<file path="src/rtl/elastic_pr.sv">
// Elastic register pipeline with bubble collapse, optional input skid buffer,
// stall/flush control and a registered occupancy count.
module elastic_pr #(
    parameter int unsigned WIDTH  = 8,
    parameter int unsigned STAGES = 2,
    parameter int unsigned SKID   = 1
) (
    input  logic                               clk,
    input  logic                               rst,
    input  logic                               in_valid,
    output logic                               in_ready,
    input  logic [WIDTH-1:0]                   in_data,
    output logic                               out_valid,
    input  logic                               out_ready,
    output logic [WIDTH-1:0]                   out_data,
    input  logic                               stall,
    input  logic                               flush,
    output logic [$clog2(STAGES+SKID+1)-1:0]   occupancy
);
    localparam int unsigned OW       = $clog2(STAGES + SKID + 1);
    localparam bit          HAS_SKID = (SKID != 0);

    logic [STAGES-1:0] valid_q, valid_d, load;
    logic [WIDTH-1:0]  data_q [STAGES];
    logic [WIDTH-1:0]  data_d [STAGES];
    logic              skid_valid_q, skid_valid_d;
    logic [WIDTH-1:0]  skid_data_q, skid_data_d;
    logic [OW-1:0]     occ_q, occ_d;
    logic              in_xfer, out_xfer;

    // Load enables ripple from the output end: a stage may load when it is
    // empty or when everything downstream of it is moving.
    always_comb begin : ctrl
        logic        room;
        int unsigned idx;
        room = out_ready & ~flush;
        idx  = 0;
        load = '0;
        for (int unsigned k = 0; k < STAGES; k++) begin
            idx       = STAGES - 1 - k;
            load[idx] = ~stall & (~valid_q[idx] | room);
            room      = load[idx];
        end
        out_xfer = valid_q[STAGES-1] & out_ready & ~stall & ~flush;
        if (HAS_SKID) begin
            in_ready = ~rst & ~stall & ~skid_valid_q;
        end else begin
            in_ready = ~rst & ~stall & load[0];
        end
        in_xfer = in_valid & in_ready;
    end

    always_comb begin : nxt
        valid_d      = valid_q;
        data_d       = data_q;
        skid_valid_d = skid_valid_q;
        skid_data_d  = skid_data_q;
        occ_d        = occ_q + OW'(in_xfer) - OW'(out_xfer);
        for (int unsigned i = 1; i < STAGES; i++) begin
            if (load[i]) begin
                valid_d[i] = valid_q[i-1];
                data_d[i]  = data_q[i-1];
            end
        end
        // A held skid entry always wins stage 0; in_ready is low while it is held.
        if (load[0]) begin
            if (skid_valid_q) begin
                valid_d[0]   = 1'b1;
                data_d[0]    = skid_data_q;
                skid_valid_d = 1'b0;
            end else begin
                valid_d[0] = in_xfer;
                data_d[0]  = in_data;
            end
        end else if (HAS_SKID && in_xfer) begin
            skid_valid_d = 1'b1;
            skid_data_d  = in_data;
        end
        if (flush) begin
            valid_d      = '0;
            skid_valid_d = 1'b0;
            occ_d        = '0;
        end
    end

    always_ff @(posedge clk) begin
        if (rst) begin
            valid_q      <= '0;
            skid_valid_q <= 1'b0;
            occ_q        <= '0;
        end else begin
            valid_q      <= valid_d;
            skid_valid_q <= skid_valid_d;
            occ_q        <= occ_d;
        end
    end

    always_ff @(posedge clk) begin
        data_q      <= data_d;
        skid_data_q <= skid_data_d;
    end

    assign out_valid = valid_q[STAGES-1];
    assign out_data  = data_q[STAGES-1];
    assign occupancy = occ_q;

endmodule

</file>
<file path="config.mk">
export PLATFORM = sky130hd
export DESIGN_NAME = elastic_pr
export DESIGN_NICKNAME = d
export VERILOG_FILES = /design/src/rtl/elastic_pr.sv
export SDC_FILE = /design/constraint.sdc
export NUM_CORES = 1
export LEC_CHECK = 0
export BUFFER_PORTS_ARGS = -buffer_cell sky130_fd_sc_hd__buf_2
export CAP_MARGIN = 20
export CORE_MARGIN = 1
export CORE_UTILIZATION = 52
export CTS_CLUSTER_DIAMETER = 200
export DETAILED_ROUTE_END_ITERATION = 7
export GPL_ROUTABILITY_DRIVEN = 0
export PLACE_DENSITY = 0.77
export SLEW_MARGIN = 20
export SYNTH_ARGS = -nofsm -noshare
export SYNTH_HDL_FRONTEND = slang
export SYNTH_SLANG_ARGS = --single-unit
</file>
<file path="constraint.sdc">
create_clock -name clk -period 1.8 [get_ports clk]
set_input_delay 0.18 -clock clk [delete_from_list [all_inputs] [get_ports clk]]
set_output_delay 0.18 -clock clk [all_outputs]
set_load 0.1 [all_outputs]
</file>
[Word-level counts from Yosys, hierarchy flattened]
Cells that the tools add are included.
Word-level totals
  output and inout bits: 12
  register bits after elaboration: 29
Operators by class
  multiplexer cells: 2
  $add $sub $neg: 2
  reduce and logical (&&, ||, !) cells: 3
  bitwise logic cells: 18
Operators with widths (number)
  bitwise AND 1 bit: 9
  2-to-1 mux 8 bit: 1
  NOT 1 bit: 7
  OR reduction 3 bit: 1
  adder 2 x 1 -> 2 bit: 1
  bitwise OR 1 bit: 2
  AND reduction 2 bit: 1
  OR reduction 2 bit: 1
  subtractor 2 x 1 -> 2 bit: 1
  2-to-1 mux 1 bit: 1

[Logic depth before layout (Yosys ltp)]
  depth in word-level cells: 8
  depth in mapped cells: 8
  gate-level depth less buffers: 8

[Worst setup path after synthesis]
Ideal clock, no wire load.
  kind: register to register
  from: register skid_valid_q
  to: register occ_q[1], in the netlist occupancy[1]
  setup slack: -1.026 ns
  data required time: 1.722 ns
  cell stages (with the launch flop): 9
  data arrival time: 2.749 ns
  buffers on the path: 0
  period minus slack after synthesis: 2.826 ns
  path through: dfxtp_1 nor3_2 nand2_1 ha_1 inv_1 ha_1 xor2_1 xnor2_1 nor3_1
On the way
  word-level cells in the longest chain between the ends: 5
RTL lines
  start: declaration: line 26  | logic skid_valid_q, skid_valid_d;
  start signal: assignment: line 93  | skid_valid_q <= skid_valid_d;
  NOT 1 bit: line 46  | in_ready = ~rst & ~stall & ~skid_valid_q;
  bitwise AND 1 bit: line 46
  via in_ready: line 11  | output logic in_ready,
  bitwise AND 1 bit: line 50  | in_xfer = in_valid & in_ready;
  adder 2 x 1 -> 2 bit: line 58  | occ_d = occ_q + OW'(in_xfer) - OW'(out_xfer);
  subtractor 2 x 1 -> 2 bit: line 58
  end signal: assignment: line 90  | occ_q <= '0;
  end signal: assignment: line 94  | occ_q <= occ_d;
  end: declaration: line 28  | logic [OW-1:0] occ_q, occ_d;
The timed path passes the listed nets, and every way through them passes these cells.
A chain may end at the register's enable or synchronous reset.

[Worst setup path in the final report]
  from: register valid_q[1]
  to: register occ_q[1], in the netlist occupancy[1]
On the way
  word-level cells in the longest chain between the ends: 4
RTL lines
  start: declaration: line 23  | logic [STAGES-1:0] valid_q, valid_d, load;
  start signal: assignment: line 92  | valid_q <= valid_d;
  bitwise AND 1 bit (3 in a row): line 44  | out_xfer = valid_q[STAGES-1] & out_ready & ~stall & ~flush;
  subtractor 2 x 1 -> 2 bit: line 58
No other way between the ends.

==> impl_metrics.json <==
{
  "dieHeight_um": 49.59,
  "port_buffers": 25,
  "via_count": 636,
  "yosysWarnings": 0,
  "cts_resized": 0,
  "drt-initial-drc-count": 13,
  "clkSlewWorstSetupHoldPaths_ns": 0.09,
  "place_area_mm2": 0.001305,
  "fmax_mhz": 641.9,
  "netlist_area_mm2": 0.001177,
  "route.detailed.drc": 0,
  "synth-seq-area-share_pct": 69.71,
  "cts_tree": "yes",
  "insertion_delay_ns": 0.32,
  "cp_top_family": "adder cells",
  "syn_nets": 86,
  "hold_violations": 0,
  "grt-ovfl-total": 0,
  "ys_ff_latch": 29,
  "min_period_over_period_pct": 86.54,
  "rsz0062_at_grt": "no",
  "pre_cts_slack_ns": 0.1104,
  "avgViaCountPerCell": 5.171,
  "cts-root-buf": "clkbuf_4",
  "cap_violations": 0,
  "critPathKind": "reg -> reg",
  "p_leak_nw": 0.5232,
  "hpwl_um": 1187,
  "layout-drive-gt1-share_pct": 54.17,
  "antenna_found_initial": 0,
  "worst_slack_ns": 0.2422,
  "grt_pass1_vias": 608,
  "cts_setup_buffers": 0,
  "holdWs_ns": 0.04867,
  "cts_buffer_depth": 2,
  "cp-end-kind": "flop",
  "grt_usage_pct": 16.63,
  "path_max_fanout": 6,
  "wirelength_um": 1647,
  "cp-start-kind": "flop",
  "outcome": "finished clean",
  "die_w_um": 49.59,
  "synth.distinct_cells": 23,
  "syn_area_per_cell_um2": 16.82,
  "wire_per_inst_um": 13.39,
  "post-route-min-period_ns": 1.558,
  "htreeDepth": 2,
  "hold_class": "in -> reg",
  "rows": 16,
  "nets": 111,
  "dieArea_mm2": 0.002459,
  "crit_required_ns": 2.01,
  "final_area_mm2": 0.001356,
  "drv_slew": 0,
  "cpPeakStageDelay_ns": 0.40,
  "grt_pass1_wl_um": 2794,
  "worstMarginPinSlew_ns": 0.4773,
  "slowest_stage": "dfxtp_2",
  "synthCells": 70,
  "critPathBufInv": 1,
  "core_area_mm2": 0.002042,
  "p_per_area_mw_per_mm2": 948.9,
  "clock-sinks": 29,
  "ir_drop_v": 0.0006399,
  "final-setup-viol-count": 0,
  "finalClockSkew_ns": 0.004712,
  "ant_nets": 0,
  "path_cells": "nor3b_1 > ha_1 > inv_1 > ha_2 > xor2_1 > xnor2_1 > nor3_1",
  "max-slew-margin-rel_pct": 68.15,
  "hold_buffers": 0,
  "drtPass1Iterations": 4,
  "cts_buffers": 5,
  "worstPathArrival_ns": 1.77,
  "initial_utilization_pct": 57.66,
  "diodes": 0,
  "grt_max_degree": 11,
  "syn2layout_area_growth_pct": 15.20,
  "ios": 26
}
-- sequential cells by signal, indices dropped and copies added, names as in the netlist --
register	cells
data_q	8
occupancy	2
out_data	8
skid_data_q	8
skid_valid_q	1
valid_q	2
-- final cells by class --
cell class | instances | area [um2]
inverter | 2 | 7.507
clock buffer | 6 | 41.29
multi-input combinational | 30 | 300.3
sequential | 29 | 823.3
tap | 27 | 33.78
timing repair buffer | 27 | 140.1
clock inverter | 2 | 10.01
fill | 170 | 685.7
-- metrics by stage --
stage / cells / power (mW) / util, % / TNS (ns)
2_1_floorplan: 70 / 0.9110 / - / -2.225
3_3_place_gp: 115 / 0.9381 / 63.91 / 0
3_5_place_dp: 115 / 0.9426 / 63.91 / 0
4_1_cts: 123 / 1.304 / 66.42 / 0
5_1_grt: 123 / 1.349 / 66.42 / 0
6_report: 123 / 1.287 / 66.42 / 0
-- cell usage in the layout (no fill, tap or decap), types with 2 or more instances in the layout --
cell type,count
buf_2,25
buf_4,2
a21oi_1,2
edfxtp_1,24
mux2_2,8
dfxtp_2,2
inv_1,2
nor3_1,2
clkinv_2,2
dfxtp_1,3
clkbuf_4,5
-- final timing paths --
check                                start             end  slack, ns  cells after the start
worst max-delay path            valid_q[1]    occupancy[1]       0.24                      7
worst min-delay path            in_data[1]  skid_data_q[1]       0.05                      1
worst max register to register  valid_q[1]    occupancy[1]       0.24                      7
worst min register to register  data_q[10]     out_data[2]       0.43                      0
-- synthesized netlist by cell type --
cell,instances,share of area [%]
inv_1,2,0.64
xnor2_1,1,0.74
ha_1,2,2.1
nor4_2,1,1.1
nand2_1,2,0.64
a311oi_1,1,0.74
buf_6,1,0.96
o21ai_0,1,0.42
a31oi_4,1,1.8
nor3_1,2,0.85
nor3b_2,1,1.1
nand3_1,1,0.42
nand2b_4,1,1.2
a21oi_1,2,0.85
a22oi_1,1,0.64
mux2_2,8,7.7
xor2_1,1,0.74
dfxtp_1,5,8.5
nor3b_1,2,1.3
buf_4,8,5.1
nand2b_1,1,0.53
nor3_2,1,0.85
edfxtp_1,24,61
-- metal layers --
metal | GRT usage (%) | wire (um) | up-vias
li1 | - | - | 304
met1 | 20.08 | 715 | 305
met2 | 23.65 | 811 | 27
met3 | 9.259 | 120 | 0
met4 | 8.571 | 0 | 0
met5 | 0 | 0 | -
-- report_power, final --
group          total, mW  switching, mW  internal (mW)
sequential         0.760        0.00738          0.752
clock              0.361          0.213          0.148
combinational      0.166          0.127         0.0388
-- cell families after synthesis --
family / share of synthesized area (%)
DFF: 69.71
muxes: 7.652
and+or+nand+nor: 7.863
xor gates and xnor gates: 1.488
adders and majority gates: 2.125
buffers and inverters: 6.695
AOI/OAI and AO/OA: 4.463
(Power assumes the default switching activity.)
